--- src/rtl/vga_timing_pkg.sv ---
// Shared timing constants for the 640x480@60 Hz VGA path.
// Renderers import this package for the visible-area constants used in
// address scaling; the timing generator uses it for its default geometry.
package vga_timing_pkg;

  localparam int H_VISIBLE_DEF = 640;
  localparam int H_FRONT_DEF   = 16;
  localparam int H_SYNC_DEF    = 96;
  localparam int H_BACK_DEF    = 48;

  localparam int V_VISIBLE_DEF = 480;
  localparam int V_FRONT_DEF   = 10;
  localparam int V_SYNC_DEF    = 2;
  localparam int V_BACK_DEF    = 33;

  // Counter width for DrawX/DrawY and width of the frame counter.
  localparam int CNT_W   = 10;
  localparam int FRAME_W = 16;

  // Total period (pixels per line or lines per frame) of one axis.
  function automatic int timing_total(input int visible, input int front,
                                      input int sync, input int back);
    return visible + front + sync + back;
  endfunction

endpackage

--- src/rtl/sync_delay_line.sv ---
// DEPTH-stage, 1-bit shift register with a synchronous reset value.
// Used to align hs/vs with the renderer's registered RGB output.
// Ports:
//   clk_i  clock
//   rst_i  synchronous active-high reset; loads RST_VAL into every stage
//   d_i    input bit
//   q_o    input bit delayed by DEPTH cycles (combinational pass-through when DEPTH=0)
module sync_delay_line #(
  parameter int   DEPTH   = 1,
  parameter logic RST_VAL = 1'b1
) (
  input  logic clk_i,
  input  logic rst_i,
  input  logic d_i,
  output logic q_o
);

  if (DEPTH == 0) begin : g_bypass
    assign q_o = d_i;
  end else begin : g_shift
    logic [DEPTH-1:0] sr_q;

    always_ff @(posedge clk_i) begin
      if (rst_i) begin
        sr_q <= {DEPTH{RST_VAL}};
      end else begin
        sr_q[0] <= d_i;
        for (int i = 1; i < DEPTH; i++) begin
          sr_q[i] <= sr_q[i-1];
        end
      end
    end

    assign q_o = sr_q[DEPTH-1];
  end

endmodule

--- src/rtl/vga_timing_gen.sv ---
// Pixel-timing generator for the VGA path.
// Produces the current pixel position (DrawX/DrawY), the visible-area flag
// (blank), line/frame strobes and a completed-frame counter, all registered
// and describing the same pixel in the same cycle. hs/vs are additionally
// delayed by SYNC_DELAY cycles to line up with the renderer's RGB register.
// Ports:
//   vga_clk      pixel clock
//   reset        synchronous active-high reset
//   DrawX/DrawY  current horizontal / vertical count
//   blank        1 = visible pixel, 0 = blanking
//   hs/vs        sync outputs (asserted level SYNC_ACTIVE), delayed SYNC_DELAY
//   line_start   1 when DrawX == 0
//   frame_start  1 when DrawX == 0 and DrawY == 0
//   frame_count  completed-frame counter, wraps at 16 bits
module vga_timing_gen
  import vga_timing_pkg::*;
#(
  parameter int   H_VISIBLE   = H_VISIBLE_DEF,
  parameter int   H_FRONT     = H_FRONT_DEF,
  parameter int   H_SYNC      = H_SYNC_DEF,
  parameter int   H_BACK      = H_BACK_DEF,
  parameter int   V_VISIBLE   = V_VISIBLE_DEF,
  parameter int   V_FRONT     = V_FRONT_DEF,
  parameter int   V_SYNC      = V_SYNC_DEF,
  parameter int   V_BACK      = V_BACK_DEF,
  parameter logic SYNC_ACTIVE = 1'b0,
  parameter int   SYNC_DELAY  = 1
) (
  input  logic               vga_clk,
  input  logic               reset,
  output logic [CNT_W-1:0]   DrawX,
  output logic [CNT_W-1:0]   DrawY,
  output logic               blank,
  output logic               hs,
  output logic               vs,
  output logic               line_start,
  output logic               frame_start,
  output logic [FRAME_W-1:0] frame_count
);

  localparam int H_TOTAL = timing_total(H_VISIBLE, H_FRONT, H_SYNC, H_BACK);
  localparam int V_TOTAL = timing_total(V_VISIBLE, V_FRONT, V_SYNC, V_BACK);

  localparam logic [CNT_W-1:0] H_LAST   = CNT_W'(H_TOTAL - 1);
  localparam logic [CNT_W-1:0] V_LAST   = CNT_W'(V_TOTAL - 1);
  localparam logic [CNT_W-1:0] H_VIS_C  = CNT_W'(H_VISIBLE);
  localparam logic [CNT_W-1:0] V_VIS_C  = CNT_W'(V_VISIBLE);
  localparam logic [CNT_W-1:0] HS_FIRST = CNT_W'(H_VISIBLE + H_FRONT);
  localparam logic [CNT_W-1:0] HS_LAST  = CNT_W'(H_VISIBLE + H_FRONT + H_SYNC - 1);
  localparam logic [CNT_W-1:0] VS_FIRST = CNT_W'(V_VISIBLE + V_FRONT);
  localparam logic [CNT_W-1:0] VS_LAST  = CNT_W'(V_VISIBLE + V_FRONT + V_SYNC - 1);

  logic [CNT_W-1:0]   hc_q, hc_d;
  logic [CNT_W-1:0]   vc_q, vc_d;
  logic [FRAME_W-1:0] frame_count_q, frame_count_d;
  logic               blank_q, blank_d;
  logic               line_start_q, line_start_d;
  logic               frame_start_q, frame_start_d;
  logic               hs_raw_q, hs_raw_d;
  logic               vs_raw_q, vs_raw_d;

  always_comb begin
    hc_d          = hc_q + CNT_W'(1);
    vc_d          = vc_q;
    frame_count_d = frame_count_q;
    if (hc_q == H_LAST) begin
      hc_d = '0;
      if (vc_q == V_LAST) begin
        vc_d          = '0;
        frame_count_d = frame_count_q + FRAME_W'(1);
      end else begin
        vc_d = vc_q + CNT_W'(1);
      end
    end

    // Decoding from the next-state counts makes every registered flag
    // describe the same pixel as the registered DrawX/DrawY.
    blank_d       = (hc_d < H_VIS_C) && (vc_d < V_VIS_C);
    line_start_d  = (hc_d == '0);
    frame_start_d = (hc_d == '0) && (vc_d == '0);
    hs_raw_d      = ((hc_d >= HS_FIRST) && (hc_d <= HS_LAST)) ? SYNC_ACTIVE : ~SYNC_ACTIVE;
    vs_raw_d      = ((vc_d >= VS_FIRST) && (vc_d <= VS_LAST)) ? SYNC_ACTIVE : ~SYNC_ACTIVE;
  end

  always_ff @(posedge vga_clk) begin
    if (reset) begin
      hc_q          <= '0;
      vc_q          <= '0;
      frame_count_q <= '0;
      blank_q       <= 1'b1;
      line_start_q  <= 1'b1;
      frame_start_q <= 1'b1;
      hs_raw_q      <= ~SYNC_ACTIVE;
      vs_raw_q      <= ~SYNC_ACTIVE;
    end else begin
      hc_q          <= hc_d;
      vc_q          <= vc_d;
      frame_count_q <= frame_count_d;
      blank_q       <= blank_d;
      line_start_q  <= line_start_d;
      frame_start_q <= frame_start_d;
      hs_raw_q      <= hs_raw_d;
      vs_raw_q      <= vs_raw_d;
    end
  end

  sync_delay_line #(
    .DEPTH   (SYNC_DELAY),
    .RST_VAL (~SYNC_ACTIVE)
  ) u_hs_delay (
    .clk_i (vga_clk),
    .rst_i (reset),
    .d_i   (hs_raw_q),
    .q_o   (hs)
  );

  sync_delay_line #(
    .DEPTH   (SYNC_DELAY),
    .RST_VAL (~SYNC_ACTIVE)
  ) u_vs_delay (
    .clk_i (vga_clk),
    .rst_i (reset),
    .d_i   (vs_raw_q),
    .q_o   (vs)
  );

  assign DrawX       = hc_q;
  assign DrawY       = vc_q;
  assign blank       = blank_q;
  assign line_start  = line_start_q;
  assign frame_start = frame_start_q;
  assign frame_count = frame_count_q;

endmodule

--- config.mk ---
export PLATFORM = sky130hd
export DESIGN_NAME = vga_timing_gen
export DESIGN_NICKNAME = d
export VERILOG_FILES = /design/src/rtl/vga_timing_pkg.sv /design/src/rtl/sync_delay_line.sv /design/src/rtl/vga_timing_gen.sv
export SDC_FILE = /design/constraint.sdc
export NUM_CORES = 1
export LEC_CHECK = 0
export CORE_UTILIZATION = 47
export CTS_CLUSTER_DIAMETER = 100
export DETAILED_ROUTE_END_ITERATION = 8
export GPL_ROUTABILITY_DRIVEN = 0
export PLACE_DENSITY = 0.83
export SLEW_MARGIN = 5
export SYNTH_ARGS = -nofsm -noshare
export SYNTH_HDL_FRONTEND = slang
export SYNTH_HIERARCHICAL = 1
export SYNTH_SLANG_ARGS = --single-unit
--- constraint.sdc ---
create_clock -name vga_clk -period 2.1 [get_ports vga_clk]
set_input_delay 0.42 -clock vga_clk [delete_from_list [all_inputs] [get_ports vga_clk]]
set_output_delay 0.42 -clock vga_clk [all_outputs]
set_load 0.1 [all_outputs]
==> metrics.txt, run 1 <==
# TYPE chip_impl_metric gauge
chip_impl_info{name="outcome",value="finished, violations left"} 1
chip_impl_info{name="violated_checks",value="setup timing"} 1
chip_impl_metric{name="final-hold-violation-count",unit=""} 0
chip_impl_metric{name="grt_overflow_total",unit=""} 0
chip_impl_metric{name="worst_ep_arrival_time",unit="ns"} 2.31
chip_impl_metric{name="clock_latency",unit="ns"} 0.29
chip_impl_metric{name="p_sw",unit="uW"} 364
chip_impl_info{name="unrepaired_setup_endpoints_after_global_routing",value="yes"} 1
chip_impl_metric{name="placementRows",unit=""} 25
chip_impl_metric{name="antenna_found_initial",unit=""} 0
chip_impl_metric{name="internal_power",unit="mW"} 1.14
chip_impl_metric{name="die_outline_area",unit="mm2"} 0.00515
chip_impl_metric{name="chipWidth",unit="um"} 71.7
chip_impl_metric{name="vdd_drop_max",unit="mV"} 0.291
chip_impl_metric{name="timing.critical_path.slowest_cell_delay",unit="ns"} 0.39
chip_impl_metric{name="wl_per_cell",unit="um"} 15.6
chip_impl_metric{name="crit_required",unit="ns"} 2.29
chip_impl_metric{name="numCtsBuffers",unit=""} 5
chip_impl_metric{name="synth_area_per_cell",unit="um2"} 8.56
chip_impl_info{name="synth-main-ff-cell",value="sky130_fd_sc_hd__dfxtp_1"} 1
chip_impl_metric{name="chipHeight",unit="um"} 71.7
chip_impl_info{name="min-delay-start",value="hs_raw_q$_SDFF_PP1_"} 1
chip_impl_metric{name="finalMaxSlewViolations",unit=""} 0
chip_impl_metric{name="synthArstFlopShare",unit="%"} 0
chip_impl_info{name="worstPathCellList",value="ha_4 -> nand4_1 -> nor4_4 -> nand2_1 -> mux2_2 -> a31o_2 -> a41o_1"} 1
chip_impl_metric{name="setup_viol",unit=""} 2
chip_impl_metric{name="synthesized_netlist_net_count",unit=""} 275
chip_impl_metric{name="finClkSkew",unit="ns"} 0.00673
chip_impl_info{name="layout.cells.most_common_list",value="sky130_fd_sc_hd__buf_4 (69), sky130_fd_sc_hd__nor2_1 (33), sky130_fd_sc_hd__dfxtp_1 (22)"} 1
chip_impl_metric{name="floorplan.initialDensity",unit="%"} 48.7
chip_impl_metric{name="synthesis.instances",unit=""} 267
chip_impl_metric{name="power.share.combinational",unit="%"} 7.6
chip_impl_metric{name="globalRouteTotalUtil",unit="%"} 23.6
chip_impl_metric{name="cts_hold_repair.buffers",unit=""} 0
chip_impl_metric{name="final.setup.worst_slack",unit="ns"} -0.0189
chip_impl_metric{name="finish.cell_count_without_fillers",unit=""} 385
chip_impl_info{name="critical_path_end_type",value="flip-flop"} 1
chip_impl_metric{name="vias",unit=""} 2237
chip_impl_metric{name="timing.setup.tns",unit="ns"} -0.0230
chip_impl_metric{name="switching_share",unit="%"} 24.2
chip_impl_metric{name="syn_area",unit="mm2"} 0.00229
chip_impl_info{name="timing.critical_path.from",value="DrawX[0]$_SDFF_PP0_"} 1
chip_impl_metric{name="drive_above_1_share",unit="%"} 37.5
chip_impl_metric{name="io_buffers",unit=""} 42
chip_impl_metric{name="synthDistinctLibCells",unit=""} 53
chip_impl_metric{name="yosys_register_bits",unit=""} 43
chip_impl_metric{name="clk_pin_slew_worst_paths",unit="ns"} 0.08
chip_impl_metric{name="maximum_level_of_the_cts_h_tree",unit=""} 2
chip_impl_metric{name="power.share.clock",unit="%"} 38.0
chip_impl_metric{name="pin_count",unit=""} 43
chip_impl_info{name="hold_class",value="reg2reg"} 1
chip_impl_metric{name="numPlacedInstances",unit=""} 368
chip_impl_metric{name="ant_nets",unit=""} 0
chip_impl_metric{name="drt_iter0_drc",unit=""} 187
chip_impl_metric{name="grt_pass1_vias",unit=""} 2094
chip_impl_metric{name="max_cap_viol_count",unit=""} 0
chip_impl_metric{name="whs",unit="ns"} 0.414
chip_impl_metric{name="share_seq_of_total_power",unit="%"} 54.4
chip_impl_metric{name="postRouteWirelength",unit="mm"} 6.01
chip_impl_metric{name="yosysWarningCount",unit=""} 6
chip_impl_metric{name="place_hpwl",unit="mm"} 4.28
chip_impl_metric{name="grt_max_degree",unit=""} 16
chip_impl_metric{name="final_net_count",unit=""} 338
chip_impl_metric{name="worst-slew-pin-transition",unit="ns"} 0.374
chip_impl_metric{name="clock-sinks",unit=""} 43
chip_impl_info{name="critPathSlowestCell",value="sky130_fd_sc_hd__nor4_4"} 1
chip_impl_info{name="cts-root-buf",value="sky130_fd_sc_hd__clkbuf_8"} 1
chip_impl_metric{name="finish.instance_area",unit="mm2"} 0.00308
chip_impl_metric{name="antenna-diode-count",unit=""} 0
chip_impl_metric{name="via_per_inst",unit=""} 5.81
chip_impl_metric{name="period_needed",unit="ns"} 2.12
chip_impl_metric{name="synth_seq_area_share",unit="%"} 37.7
chip_impl_metric{name="slew_headroom",unit="%"} 75.0
chip_impl_metric{name="cts-root-to-sink-buffers",unit=""} 2
chip_impl_metric{name="global_route_wire_length_before_repair",unit="mm"} 9.64
chip_impl_metric{name="post-route-period-util",unit="%"} 101
chip_impl_metric{name="drt-pass1-iter-count",unit=""} 4
chip_impl_info{name="regToRegStartpoint",value="DrawX[0]$_SDFF_PP0_"} 1
chip_impl_info{name="cp-start-kind",value="flip-flop"} 1
chip_impl_metric{name="area_growth",unit="%"} 34.7
chip_impl_metric{name="fillerInstances",unit=""} 374
chip_impl_info{name="tritoncts_clock_tree",value="yes"} 1
chip_impl_metric{name="core_region_area",unit="mm2"} 0.00469
chip_impl_metric{name="p_leak",unit="nW"} 1.24
chip_impl_metric{name="synth-edff-count",unit=""} 0
chip_impl_metric{name="ff_latch_area",unit="um2"} 922
chip_impl_metric{name="detailed_place.area",unit="mm2"} 0.00286
chip_impl_info{name="timing.setup.critical_path_class",value="reg2reg"} 1
chip_impl_metric{name="multi_input_gate_area",unit="mm2"} 0.00140
chip_impl_info{name="mostFrequentLayoutCell",value="sky130_fd_sc_hd__buf_4"} 1
chip_impl_metric{name="finalCoreUtilization",unit="%"} 65.6
chip_impl_metric{name="powerDensity",unit="mW/mm2"} 488
chip_impl_metric{name="drcViolationCount",unit=""} 0
chip_impl_metric{name="worst_path_max_fanout",unit=""} 5
chip_impl_metric{name="max_clock_freq",unit="GHz"} 0.472
## synthesized netlist by cell type, types with 2 or more instances
master,instances,area [um2]
sky130_fd_sc_hd__xor2_1,13,114
sky130_fd_sc_hd__or2_1,2,12.5
sky130_fd_sc_hd__nor4_1,2,12.5
sky130_fd_sc_hd__or3_1,4,25.0
sky130_fd_sc_hd__nor2_1,34,128
sky130_fd_sc_hd__and2_1,2,12.5
sky130_fd_sc_hd__dfxtp_1,43,861
sky130_fd_sc_hd__and3_1,7,43.8
sky130_fd_sc_hd__nor2b_1,2,12.5
sky130_fd_sc_hd__or2_2,2,12.5
sky130_fd_sc_hd__and4_1,6,52.6
sky130_fd_sc_hd__nand4_1,12,75.1
sky130_fd_sc_hd__nand2_1,14,52.6
sky130_fd_sc_hd__a211oi_1,4,30.0
sky130_fd_sc_hd__buf_2,5,25.0
sky130_fd_sc_hd__a21oi_1,13,65.1
sky130_fd_sc_hd__nor3_1,13,65.1
sky130_fd_sc_hd__xnor2_1,14,123
sky130_fd_sc_hd__clkbuf_1,8,30.0
sky130_fd_sc_hd__a22oi_1,2,15.0
sky130_fd_sc_hd__ha_1,6,75.1
sky130_fd_sc_hd__nor4_4,3,63.8
sky130_fd_sc_hd__nand2b_1,2,12.5
sky130_fd_sc_hd__inv_1,7,26.3
sky130_fd_sc_hd__o21ai_0,11,55.1
sky130_fd_sc_hd__nand3_1,9,45.0
## what timing repair did
| action | CTS | global route |
|---|---|---|
| setup buffers | 3 | 6 |
| setup endpoints to repair | 6 | 12 |
| gates resized for setup | 5 | 9 |
| pin swaps | 2 | 4 |
## cells by family after synthesis
| logic type | after synthesis | share of synthesized area, % |
|---|---|---|
| and+or+nand+nor | 122 | 30.7 |
| buffers and inverters | 23 | 4.54 |
| xor gates and xnor gates | 27 | 10.3 |
| AOI/OAI and AO/OA | 44 | 12.5 |
| DFF | 43 | 37.7 |
| adders and majority gates | 6 | 3.28 |
| muxes | 2 | 0.930 |
## worst paths after layout
path,slack (ns),cells past startpoint,endpoint
setup / recovery,-0.02,7,frame_start$_SDFF_PP1_
hold / removal,0.41,1,u_hs_delay/q_o$_SDFF_PP1_
setup reg to reg,-0.02,7,frame_start$_SDFF_PP1_
hold reg to reg,0.41,1,u_hs_delay/q_o$_SDFF_PP1_
## worst max-delay path: cells and delay by family, from the launching register on
| family | cells | cell delay (ns) |
|---|---|---|
| multiplexers | 1 | 0.30 |
| adder cells (fa/ha/maj) | 1 | 0.15 |
| flip-flops | 1 | 0.38 |
| AND/OR/NAND/NOR | 3 | 0.71 |
| AO/OA/AOI/OAI | 2 | 0.47 |
## final cells by class
type                    instances  share of cell area, %
well taps                      54                   2.19
multi-input cells             201                   45.6
inverters                       7                  0.853
flip-flops and latches         43                   29.9
repair buffers                 72                   18.2
clock buffers                   8                   3.25
## per-stage QoR
stage / power (mW) / setup slack, ns
detailed placement: 0.942 / -0.00713
finish: 1.50 / -0.0189
CTS: 1.50 / -0.00938
global route: 1.55 / -0.112
global placement: 0.940 / 0.0533
floorplan: 0.915 / -0.0335
## power by group through the flow
stage               clock network (mW)  logic, mW  registers, mW
floorplan                            0     0.0226          0.893
detailed placement                   0      0.105          0.838
global placement                     0      0.104          0.836
CTS                              0.578      0.110          0.816
finish                           0.571      0.114          0.816
global route                     0.618      0.119          0.817
## per-layer routing
layer	GRT usage [%]	up-vias	share of wire [%]
met5	0	-	0
met4	8.06	0	2.3
met3	3.94	12	5.8
met2	40.0	80	48
met1	30.5	1063	44
li1	-	1082	-
## flip-flops by register name (all words and copies together), names as in the netlist
register	flops
hs_raw_q	1
DrawX	10
u_vs_delay/q_o	1
u_hs_delay/q_o	1
blank	1
line_start	1
frame_start	1
frame_count	16
vs_raw_q	1
DrawY	10
(Power assumes the default switching activity.)
==> run 2, diff against run 1 <==
--- a/config.mk
+++ b/config.mk
@@ -5,10 +5,12 @@
 export SDC_FILE = /design/constraint.sdc
 export NUM_CORES = 1
 export LEC_CHECK = 0
+export ABC_AREA = 1
 export CORE_UTILIZATION = 47
 export CTS_CLUSTER_DIAMETER = 100
 export DETAILED_ROUTE_END_ITERATION = 8
 export GPL_ROUTABILITY_DRIVEN = 0
+export HOLD_SLACK_MARGIN = 0.02
 export PLACE_DENSITY = 0.83
 export SLEW_MARGIN = 5
 export SYNTH_ARGS = -nofsm -noshare
==> run 2 against run 1 <==
  * The run now ends clean
  * Critical path type unchanged
  * Synthesized cell count up 30%
  * Clock skew is 0.0019 ns lower
  * Total power is 3.5% lower
==> metrics.txt, run 2 <==
# TYPE chip_impl_metric gauge
chip_impl_metric{name="chipWidth",unit="um"} 73.2
chip_impl_metric{name="detailed_place.area",unit="mm2"} 0.00280
chip_impl_metric{name="numPlacedInstances",unit=""} 455
chip_impl_metric{name="synthesis.instances",unit=""} 348
chip_impl_metric{name="place_hpwl",unit="mm"} 4.11
chip_impl_metric{name="final_net_count",unit=""} 406
chip_impl_metric{name="cts-root-to-sink-buffers",unit=""} 2
chip_impl_info{name="synth_top_cells_by_area",value="sky130_fd_sc_hd__dfxtp_1 (36%), sky130_fd_sc_hd__nand2_1 (15%), sky130_fd_sc_hd__nor2_1 (7.6%)"} 1
chip_impl_metric{name="timing.setup.tns",unit="ns"} 0
chip_impl_metric{name="setup_viol",unit=""} 0
chip_impl_metric{name="post-route-period-util",unit="%"} 87.2
chip_impl_metric{name="antenna-diode-count",unit=""} 0
chip_impl_info{name="hold_class",value="reg2reg"} 1
chip_impl_metric{name="yosys_register_bits",unit=""} 43
chip_impl_info{name="outcome",value="finished clean"} 1
chip_impl_metric{name="period_needed",unit="ns"} 1.83
chip_impl_info{name="unrepaired_setup_endpoints_after_global_routing",value="no"} 1
chip_impl_info{name="post_synth_most_frequent_cells",value="sky130_fd_sc_hd__nand2_1 (96), sky130_fd_sc_hd__nor2_1 (48), sky130_fd_sc_hd__inv_1 (45)"} 1
chip_impl_metric{name="postRouteWirelength",unit="mm"} 5.40
chip_impl_metric{name="worst_path_max_fanout",unit=""} 13
chip_impl_metric{name="crit_required",unit="ns"} 2.35
chip_impl_metric{name="synthDistinctLibCells",unit=""} 30
chip_impl_metric{name="powerDensity",unit="mW/mm2"} 498
chip_impl_metric{name="core_region_area",unit="mm2"} 0.00482
chip_impl_metric{name="ant_nets",unit=""} 0
chip_impl_metric{name="yosysWarningCount",unit=""} 6
chip_impl_metric{name="synth_largest_type_area_fraction",unit="%"} 36.1
chip_impl_info{name="layout.cells.most_common_list",value="sky130_fd_sc_hd__nand2_1 (96), sky130_fd_sc_hd__nor2_1 (48), sky130_fd_sc_hd__buf_4 (48)"} 1
chip_impl_metric{name="drt_iter0_drc",unit=""} 143
chip_impl_metric{name="wl_per_cell",unit="um"} 11.6
chip_impl_metric{name="maximum_level_of_the_cts_h_tree",unit=""} 2
chip_impl_info{name="mostFrequentLayoutCell",value="sky130_fd_sc_hd__nand2_1"} 1
chip_impl_metric{name="multi_input_gate_area",unit="mm2"} 0.00131
chip_impl_metric{name="p_leak",unit="nW"} 1.35
chip_impl_metric{name="io_buffers",unit=""} 42
chip_impl_metric{name="vias",unit=""} 2301
chip_impl_info{name="timing.setup.critical_path_class",value="reg2reg"} 1
chip_impl_info{name="tritoncts_clock_tree",value="yes"} 1
chip_impl_metric{name="finalMaxSlewViolations",unit=""} 0
chip_impl_metric{name="synthesized_netlist_net_count",unit=""} 356
chip_impl_metric{name="drive_above_1_share",unit="%"} 23.4
chip_impl_metric{name="drcViolationCount",unit=""} 0
chip_impl_info{name="synth_most_common_cell",value="sky130_fd_sc_hd__nand2_1"} 1
chip_impl_metric{name="die_outline_area",unit="mm2"} 0.00536
chip_impl_metric{name="finClkSkew",unit="ns"} 0.00479
chip_impl_metric{name="synth_seq_area_share",unit="%"} 36.1
chip_impl_metric{name="global_route_wire_length_before_repair",unit="mm"} 9.10
chip_impl_metric{name="drt-pass1-iter-count",unit=""} 4
chip_impl_metric{name="finish.instance_area",unit="mm2"} 0.00291
chip_impl_info{name="cts-root-buf",value="sky130_fd_sc_hd__clkbuf_8"} 1
chip_impl_metric{name="grt_overflow_total",unit=""} 0
chip_impl_metric{name="grt_max_degree",unit=""} 16
chip_impl_metric{name="clock_latency",unit="ns"} 0.30
chip_impl_metric{name="max_clock_freq",unit="GHz"} 0.546
chip_impl_metric{name="final-hold-violation-count",unit=""} 0
chip_impl_metric{name="slew_headroom",unit="%"} 70.2
chip_impl_metric{name="largest_register_ff_count",unit=""} 16
chip_impl_metric{name="numCtsBuffers",unit=""} 5
chip_impl_info{name="yosys.area.top_type",value="sky130_fd_sc_hd__dfxtp_1"} 1
chip_impl_metric{name="via_per_inst",unit=""} 4.95
chip_impl_metric{name="syn_area",unit="mm2"} 0.00238
chip_impl_metric{name="clock-sinks",unit=""} 43
chip_impl_metric{name="chipHeight",unit="um"} 73.2
chip_impl_metric{name="vdd_drop_max",unit="mV"} 0.519
chip_impl_metric{name="area_growth",unit="%"} 21.9
chip_impl_metric{name="worst_ep_arrival_time",unit="ns"} 2.08
chip_impl_metric{name="worst-slew-pin-transition",unit="ns"} 0.444
chip_impl_metric{name="synthArstFlopShare",unit="%"} 0
chip_impl_metric{name="ff_latch_area",unit="um2"} 886
chip_impl_metric{name="synth_area_per_cell",unit="um2"} 6.85
chip_impl_metric{name="antenna_found_initial",unit=""} 0
chip_impl_metric{name="floorplan.initialDensity",unit="%"} 49.5
chip_impl_metric{name="placementRows",unit=""} 25
chip_impl_metric{name="max_cap_viol_count",unit=""} 0
chip_impl_metric{name="finish.cell_count_without_fillers",unit=""} 465
chip_impl_metric{name="globalRouteTotalUtil",unit="%"} 22.0
chip_impl_metric{name="finalCoreUtilization",unit="%"} 60.3
chip_impl_info{name="critical_path_end_type",value="flip-flop"} 1
chip_impl_info{name="cp-start-kind",value="flip-flop"} 1
chip_impl_metric{name="fillerInstances",unit=""} 465
chip_impl_metric{name="clk_pin_slew_worst_paths",unit="ns"} 0.08
chip_impl_info{name="synth-main-ff-cell",value="sky130_fd_sc_hd__dfxtp_1"} 1
chip_impl_metric{name="grt_pass1_vias",unit=""} 2101
chip_impl_metric{name="ctsResizeCount",unit=""} 0
chip_impl_metric{name="synth-edff-count",unit=""} 0
chip_impl_metric{name="pin_count",unit=""} 43
run 2: cell types whose count changed in the layout (fill, tap and decap cells not counted), sizes merged, moves of 6 or more:
cell,delta
nor2,+21
and3,-7
inv,+41
buf,-23
nand2,+88
and4,-6
nand3,+13
xnor2,-12
run 2: layout make-up:
cell class	count	area share, %
Multi-Input combinational cell	251	44.9
Sequential cell	43	30.5
Tap cell	67	2.88
Clock buffer	6	2.50
Timing Repair Buffer	49	12.7
Inverter	48	6.20
Clock inverter	1	0.258
run 2: cells by family after synthesis:
group	after synthesis	synth area share [%]
AOI/OAI and AO/OA	28	6.45
xor gates and xnor gates	10	3.67
adders and majority gates	6	3.15
buffers and inverters	54	9.13
DFF	43	36.1
and+or+nand+nor	207	41.5
run 2: critical path, stage by stage, from the launching register on:
cell and delay (ns):
sky130_fd_sc_hd__dfxtp_4 0.38, sky130_fd_sc_hd__ha_1 0.19, sky130_fd_sc_hd__nand2_2 0.09, sky130_fd_sc_hd__nor2_4 0.17, sky130_fd_sc_hd__nand3b_4 0.11, sky130_fd_sc_hd__buf_4 0.20, sky130_fd_sc_hd__nand3_1 0.16, sky130_fd_sc_hd__nand2_1 0.06
sky130_fd_sc_hd__nor2_1 0.10, sky130_fd_sc_hd__nand2_1 0.07, sky130_fd_sc_hd__nor2_1 0.13, sky130_fd_sc_hd__nand3_1 0.09, sky130_fd_sc_hd__nand2_1 0.05
run 2: per-layer routing:
layer / GRT usage (%) / routed length, um / vias up
li1: - / - / 1199
met1: 28.0 / 2510 / 1034
met2: 36.1 / 2540 / 62
met3: 4.70 / 274 / 6
met4: 8.50 / 76 / 0
met5: 0 / 0 / -
run 2: final timing paths:
kind	start	end	slack, ns	depth (start not counted)
min	vs_raw_q$_SDFF_PP1_	u_vs_delay/q_o$_SDFF_PP1_	0.41	2
max reg2reg	DrawX[0]$_SDFF_PP0_	frame_start$_SDFF_PP1_	0.27	12
min reg2reg	vs_raw_q$_SDFF_PP1_	u_vs_delay/q_o$_SDFF_PP1_	0.41	2
max	DrawX[0]$_SDFF_PP0_	frame_start$_SDFF_PP1_	0.27	12
run 2: timing repair:
action                                  4_1_cts  5_1_grt
endpoints found under the setup margin        0        2
hold buffers                                  0        0
setup buffers                                 0        3
run 2: report_power, final:
group | internal [mW] | switching, mW
clock | 0.228 | 0.282
combinational | 0.0232 | 0.0839
sequential | 0.822 | 0.00841
total | 1.07 | 0.375
run 2: per-stage QoR:
stage | total power [mW] | hold slack [ns] | setup slack [ns]
6_report | 1.45 | 0.410 | 0.268
5_1_grt | 1.50 | 0.438 | 0.00917
4_1_cts | 1.47 | 0.412 | 0.163
3_5_place_dp | 0.958 | 0.393 | 0.167
3_3_place_gp | 0.956 | 0.392 | 0.234
2_1_floorplan | 0.931 | 0.380 | 0.00353
==> run 3, diff against run 2 <==
--- a/config.mk
+++ b/config.mk
@@ -12,6 +12,7 @@
 export GPL_ROUTABILITY_DRIVEN = 0
 export HOLD_SLACK_MARGIN = 0.02
 export PLACE_DENSITY = 0.83
+export SKIP_LAST_GASP = 1
 export SLEW_MARGIN = 5
 export SYNTH_ARGS = -nofsm -noshare
 export SYNTH_HDL_FRONTEND = slang
==> results of run 3 <==
The final DEF is identical to that of run 2; final timing and power are the same.
